[src/rtl/mul_sequencer.sv]
// mul_sequencer: iterative radix-2 shift-add multiplier for the Execute stage.
// Handles MUL (low word) and UMULL (full 2*WIDTH product), stalls the pipeline
// while iterating, and presents the result plus N/Z flags for one DONE cycle.
// Optional build macro: MUL_EARLY_TERM_EN finishes as soon as the remaining
// multiplier bits are all zero, giving operand-dependent latency.
module mul_sequencer #(
    parameter int WIDTH = 32,
    parameter int CNT_W = 6
) (
    input  logic             i_CLK,
    input  logic             i_RST,
    input  logic             i_Start,
    input  logic             i_Long,
    input  logic             i_Set_Flags,
    input  logic             i_Flush,
    input  logic [WIDTH-1:0] i_Op_A,
    input  logic [WIDTH-1:0] i_Op_B,
    output logic             o_Busy,
    output logic             o_Stall,
    output logic             o_Done,
    output logic [WIDTH-1:0] o_Result_Lo,
    output logic [WIDTH-1:0] o_Result_Hi,
    output logic             o_N,
    output logic             o_Z
);

    typedef enum logic [1:0] {
        IDLE = 2'd0,
        RUN  = 2'd1,
        DONE = 2'd2
    } state_t;

    localparam logic [CNT_W-1:0] LAST_CNT = CNT_W'(WIDTH - 1);

    state_t               state;
    state_t               state_next;

    logic [2*WIDTH-1:0]   mcand;
    logic [WIDTH-1:0]     mplier;
    logic [2*WIDTH-1:0]   acc;
    logic [CNT_W-1:0]     cnt;
    logic                 long_q;
    logic                 flags_q;

    logic [WIDTH-1:0]     result_lo;
    logic [WIDTH-1:0]     result_hi;
    logic                 n_q;
    logic                 z_q;

    logic [2*WIDTH-1:0]   acc_sum;
    logic                 load;
    logic                 last_iter;
    logic                 finish;

    // Accumulator value after this cycle's conditional add of the shifted multiplicand
    always_comb begin
        acc_sum = mplier[0] ? (acc + mcand) : acc;
    end

    // A new operation is accepted only outside RUN and never in a flush cycle
    always_comb begin
        load = (state != RUN) && i_Start && !i_Flush;
    end

    // Decide whether the current RUN cycle is the final iteration
    always_comb begin
        last_iter = (cnt == LAST_CNT);
`ifdef MUL_EARLY_TERM_EN
        if (mplier[WIDTH-1:1] == '0) begin
            last_iter = 1'b1;
        end
`endif
    end

    // Next-state and control outputs for the IDLE/RUN/DONE sequencer
    always_comb begin
        state_next = state;
        o_Busy     = 1'b0;
        o_Stall    = 1'b0;
        o_Done     = 1'b0;
        finish     = 1'b0;
        case (state)
            IDLE: begin
                o_Stall = load;
                if (load) begin
                    state_next = RUN;
                end
            end
            RUN: begin
                o_Busy  = 1'b1;
                o_Stall = 1'b1;
                if (i_Flush) begin
                    state_next = IDLE;
                end else if (last_iter) begin
                    finish     = 1'b1;
                    state_next = DONE;
                end
            end
            DONE: begin
                o_Done     = 1'b1;
                o_Stall    = load;
                state_next = load ? RUN : IDLE;
            end
            default: begin
                state_next = IDLE;
            end
        endcase
    end

    // State register
    always_ff @(posedge i_CLK) begin
        if (i_RST) begin
            state <= IDLE;
        end else begin
            state <= state_next;
        end
    end

    // Multiply datapath: load operands on acceptance, shift-add while running
    always_ff @(posedge i_CLK) begin
        if (i_RST) begin
            mcand   <= '0;
            mplier  <= '0;
            acc     <= '0;
            cnt     <= '0;
            long_q  <= 1'b0;
            flags_q <= 1'b0;
        end else if (load) begin
            mcand   <= {{WIDTH{1'b0}}, i_Op_A};
            mplier  <= i_Op_B;
            acc     <= '0;
            cnt     <= '0;
            long_q  <= i_Long;
            flags_q <= i_Set_Flags;
        end else if (state == RUN) begin
            acc    <= acc_sum;
            mcand  <= mcand << 1;
            mplier <= mplier >> 1;
            cnt    <= cnt + CNT_W'(1);
        end
    end

    // Commit result and optional flags on the edge that enters DONE; held until the next completion
    always_ff @(posedge i_CLK) begin
        if (i_RST) begin
            result_lo <= '0;
            result_hi <= '0;
            n_q       <= 1'b0;
            z_q       <= 1'b0;
        end else if (finish) begin
            result_lo <= acc_sum[WIDTH-1:0];
            result_hi <= long_q ? acc_sum[2*WIDTH-1:WIDTH] : '0;
            if (flags_q) begin
                if (long_q) begin
                    n_q <= acc_sum[2*WIDTH-1];
                    z_q <= (acc_sum == '0);
                end else begin
                    n_q <= acc_sum[WIDTH-1];
                    z_q <= (acc_sum[WIDTH-1:0] == '0);
                end
            end
        end
    end

    assign o_Result_Lo = result_lo;
    assign o_Result_Hi = result_hi;
    assign o_N         = n_q;
    assign o_Z         = z_q;

endmodule

[config.mk]
export PLATFORM = sky130hd
export DESIGN_NAME = mul_sequencer
export DESIGN_NICKNAME = d
export VERILOG_FILES = /design/src/rtl/mul_sequencer.sv
export SDC_FILE = /design/constraint.sdc
export NUM_CORES = 1
export LEC_CHECK = 0
export CORE_ASPECT_RATIO = 1.1
export CORE_MARGIN = 1
export CORE_UTILIZATION = 50
export CTS_BUF_LIST = sky130_fd_sc_hd__clkbuf_8
export DETAILED_ROUTE_END_ITERATION = 16
export GPL_TIMING_DRIVEN = 0
export PLACE_DENSITY = 0.74
export SYNTH_ARGS = -nofsm -noshare
export SYNTH_HDL_FRONTEND = slang
export SYNTH_SLANG_ARGS = --single-unit
[constraint.sdc]
create_clock -name i_CLK -period 6.8 [get_ports i_CLK]
set_input_delay 2.04 -clock i_CLK [delete_from_list [all_inputs] [get_ports i_CLK]]
set_output_delay 2.04 -clock i_CLK [all_outputs]
set_load 0.1 [all_outputs]
* Yosys cells after proc, flatten, opt, wreduce, memory -nomap -nowiden
Index checks and enable logic that the tools add are counted.
** Operators by class
- Reductions and logical operators :: 11
- Shifts and indexed selects :: 0
- Equal/unequal tests :: 6
- Div/mod/pow operators :: 0
- $add $sub $neg :: 2
- Multiply operators :: 0
- Multiplexer cells :: 19
- Bitwise logic cells :: 0
- $lt $le $gt $ge :: 0
** Operators by type and width (count)
- $mux W32 :: 5
- $add A64 B64 Y64 :: 1
- $logic_not A64 Y1 :: 1
- $mux W64 :: 1
- $logic_not A32 Y1 :: 1
- $mux W1 :: 8
- $add A6 B1 Y6 const B :: 1
- $eq A6 B5 Y1 const B :: 1
- $mux W2 :: 3
- $pmux W2 S3 :: 1
- $reduce_and A2 Y1 :: 2
- $reduce_or A2 Y1 :: 2
- $ne A3 B3 Y1 const B :: 1
- $eq A2 B1 Y1 const B :: 1
- $eq A2 B2 Y1 const B :: 1
- $logic_and A1 B1 Y1 :: 2
- $logic_not A2 Y1 :: 1
- $ne A2 B1 Y1 const B :: 1
- $ne A2 B2 Y1 const B :: 1
- $pmux W1 S2 :: 1
- $reduce_bool A2 Y1 :: 1
- $logic_not A1 Y1 :: 1
** Storage, ports and cells
- ROM bits :: 0
- Memories :: 0
- Word-level logic and storage cells :: 50
- Bits in latches :: 0
- RAM bits :: 0
- Bits in registers :: 236

* Depth between registers and ports, before layout
- Word-level depth :: 5
- Depth in mapped cells :: 14

* Worst setup path before layout
Ideal clock, no wire load.
- Path kind :: input to output
- Start :: input port i_Flush
- End :: output port o_Stall
- Required time :: 4.760 ns
- Arrival :: 4.687 ns
- Buffers on the path :: 2
- Stages on the path :: 4
- Setup slack :: 0.073 ns
- Cells stage by stage :: nand2b_1 -> clkbuf_1 -> clkbuf_1 -> o21ai_0
** Between the ends
- Longest elaborated chain between the ends :: 3
** Ends and longest elaborated chain
- start: declaration :: line 15 : input logic i_Flush,
- $logic_not A1 Y1 :: line 62 : load = (state != RUN) && i_Start && !i_Flush;
- $logic_and A1 B1 Y1 :: line 62
- $pmux W1 S2 :: line 82 : case (state)
- end: declaration :: line 19 : output logic o_Stall,
No other way between the ends.

* Worst setup path in the final report
Same ends and word-level chain as after synthesis.

==> flow_metrics.py <==
metrics = {
    "logic_synthesis": {
        "synth_area_leaders": "dfxtp_1 33%, nand2_1 8.1%, nor2_1 7.7%",
        "synthXorXnorAreaFrac_pct": 2.311,
        "ys_dominant_reg_cell": "dfxtp_1",
        "synth.most_common_cell": "nand2_1",
        "syn_area_mm2": 0.01440,
        "ys.warnings.count": 0,
        "yosys.area_share.simple_pct": 25.25,
        "synth-async-reset-ratio_pct": 0,
        "seq_area_frac_synth_pct": 32.80,
        "synth_cells": 1901,
        "syn_nets": 2036,
        "netlist.area_leader.share_pct": 32.80,
        "yosys-top-cells-count": "311 x nand2_1, 296 x nor2_1, 236 x dfxtp_1",
        "synth_top_family_by_area": "compound AO/OA/AOI/OAI gates",
        "synth_edf_count": 0,
        "avgSynthCellArea_um2": 7.576,
        "synth_fa_ha_area_share_pct": 5.699,
        "synthDistinctLibCells": 91,
        "ys_ff_latch": 236,
        "yosysTopAreaCell": "dfxtp_1",
        "synthMuxAreaShare_pct": 2.511,
        "synth_compound_area_share_pct": 27.00,
    },
    "cts": {
        "cts_buffers": 42,
        "cts_max_level": 2,
        "ctsRootBufferMaster": "clkbuf_8",
        "clkLatencyLatePin_ps": 570,
        "cts_sinks": 236,
        "post_cts_buffers": 0,
        "cts_tree": "done",
        "clk_pin_slew_ps": 60,
        "clk_path_buf_depth": 3,
    },
    "worst_hold_path": {
        "min_path_type": "flip-flop to flip-flop",
    },
    "sta": {
        "rsz0062_at_grt": "false",
        "maxSlewViolCount": 4,
        "slew-limit-headroom_pct": -1.515,
        "setup_viol": 0,
        "clock_skew_ps": 23.86,
        "worst_pin_slew_ps": 1504,
        "fin_hold_ws_ps": 457.2,
        "finalHoldViolCount": 0,
        "period_needed_ps": 6761,
        "period_share_pct": 99.43,
        "fmax_mhz": 147.9,
    },
    "floorplan": {
        "rows": 64,
        "die_area_mm2": 0.02949,
        "io_pins": 139,
        "dieWidth_um": 163.8,
        "die_y_um": 180.0,
        "core_mm2": 0.02803,
        "initial_core_util_pct": 51.39,
    },
    "grt": {
        "grtUsageMet3_pct": 5.099,
        "gr-total-overflow": 0,
        "antenna_found_initial": 0,
        "track_usage_pct": 37.71,
        "grt_pass1_wl_mm": 84.98,
        "grt_max_degree": 11,
        "grt_pass1_vias": 14743,
        "use_met2_pct": 64.42,
        "grt.busiest_layer": "met2",
        "met1_usage_pct": 44.53,
    },
    "critical_path": {
        "critPathKind": "input port to output port",
        "crit_path_cell_trace": "clkdlybuf4s50_1, nand2b_1, clkbuf_1, clkbuf_1, o21ai_0, clkdlybuf4s15_2",
        "max_stage_delay_ps": 590,
        "cp.required_ps": 4760,
        "cp-end-kind": "output port",
        "crit_top_cell": "clkbuf_1",
        "worstPathArrival_ps": 4720,
        "cp-start-kind": "input port",
        "crit_fanout": 10,
        "crit_slowest_cell": "clkdlybuf4s50_1",
    },
    "cells_and_area": {
        "fin_cells": 2479,
        "post-route-util_pct": 61.21,
        "drive_gt1_share_pct": 6.333,
        "num-nets-final": 2218,
        "areaGrowthSynthToFinish_pct": 19.10,
        "finalInstanceArea_mm2": 0.01715,
        "insertedDiodeCount": 0,
    },
    "placed_design": {
        "post-place-cells": 2402,
        "placed_area_mm2": 0.01624,
        "dp_hpwl_mm": 43.81,
        "place_congestion": 0.9981,
        "port_buffers": 138,
    },
    "routing": {
        "via_per_inst": 6.269,
        "ant_nets": 0,
        "drc_errors": 0,
        "wl_per_cell_um": 22.69,
        "drt_iter0_drc": 1466,
        "drt-pass1-iter-count": 6,
        "wl_mm": 56.25,
        "vias": 15542,
    },
    "power": {
        "leakagePower_nw": 6.213,
        "ir_drop_v": 0.0001898,
        "p_per_area_mw_per_mm2": 200.7,
        "total_power_w": 0.003443,
    },
    "status": {
        "status": "finished with violations",
        "violations": "capacitance limit, slew limit",
    },
    "flow_run": {
        "max_cap_viol_count": 1,
    },
}
-- kinds of logic after synthesis --
| kind of cell | Yosys count |
|---|---|
| flip-flops | 236 |
| multiplexers | 36 |
| adder cells (fa/ha/maj) | 65 |
| AO/OA/AOI/OAI | 550 |
| AND/OR/NAND/NOR | 816 |
| XOR/XNOR | 38 |
| buffers and inverters | 160 |
-- power breakdown --
part	switching, W	internal, W	total [W]
sequential	0.0000405	0.00143	0.00147
clock	0.000637	0.000818	0.00146
combinational	0.000348	0.000170	0.000518
total	0.00103	0.00242	0.00344
-- final timing paths --
kind | start | end | slack (ps) | cells after the start
worst max-delay path | i_Flush | o_Stall | 40 | 6
worst min-delay path | o_Result_Hi[25]$_SDFFE_PP0P_ | o_Result_Hi[25]$_SDFFE_PP0P_ | 460 | 2
worst max register to register | mplier[0]$_SDFFE_PP0P_ | o_Z$_SDFFE_PP0P_ | 1800 | 9
worst min register to register | o_Result_Hi[25]$_SDFFE_PP0P_ | o_Result_Hi[25]$_SDFFE_PP0P_ | 460 | 2
-- per-stage QoR --
step	TNS [ps]	setup slack, ps
final	0	38.64
after CTS	0	94.26
after detailed placement	-415.1	-415.1
after floorplan	0	73.40
after global routing	0	28.47
after global placement	-346.2	-346.2
-- final cells by class --
cell class	count	area (um2)
multi-input combinational	1505	9041
clock inverter	24	185.2
inverter	17	63.81
tap	363	454.2
buffer	143	573.1
fill	2646	10870
clock buffer	53	729.5
sequential	236	4725
timing repair buffer	138	1383
-- registers in the layout, summed over array words and instances (netlist names) --
signal       flops
acc             64
cnt              6
flags_q          1
long_q           1
mcand           64
mplier          32
o_N              1
o_Result_Hi     32
o_Result_Lo     32
o_Z              1
state            2
-- critical path, delay by kind of cell --
family | cells | cell delay, ps
AOI/OAI and AO/OA | 1 | 270
buffers and inverters | 4 | 2090
and+or+nand+nor | 1 | 300
-- timing repair --
action,CTS,global route
gates resized for setup,4,0
endpoints found under the setup margin,1,0
hold buffers,0,0
-- metal layers --
layer	up-vias	wire, um
li1	7342	-
met1	7319	22150
met2	687	26850
met3	194	3560
met4	0	3684
met5	-	0
-- cell usage in the layout (no fill, tap or decap), types with 6 or more instances in the layout --
cell and count:
o211ai_1 9, and4_1 18, o2111ai_1 6, xnor2_1 18, a22oi_1 16, nor2b_1 7, nor3_1 44, nor2_1 296
o21a_1 12, nand3_1 23, clkbuf_1 106, buf_2 29, dfxtp_1 236, clkbuf_8 53, clkdlybuf4s50_1 137, or3_1 10
o21ai_0 47, o21ai_1 17, and3_1 6, a211oi_1 86, nand4_1 45, nand2b_1 10, ha_1 64, clkinv_2 7
a31oi_1 8, and2_1 9, or4_1 6, buf_1 8, a311oi_1 64, xor2_1 20, nand2_1 311, a21oi_1 156
o211a_1 8, o31ai_1 10, inv_1 27, nor4_1 8, mux2i_1 35, a21o_1 24
No activity file was read; power rests on OpenSTA's default activity.
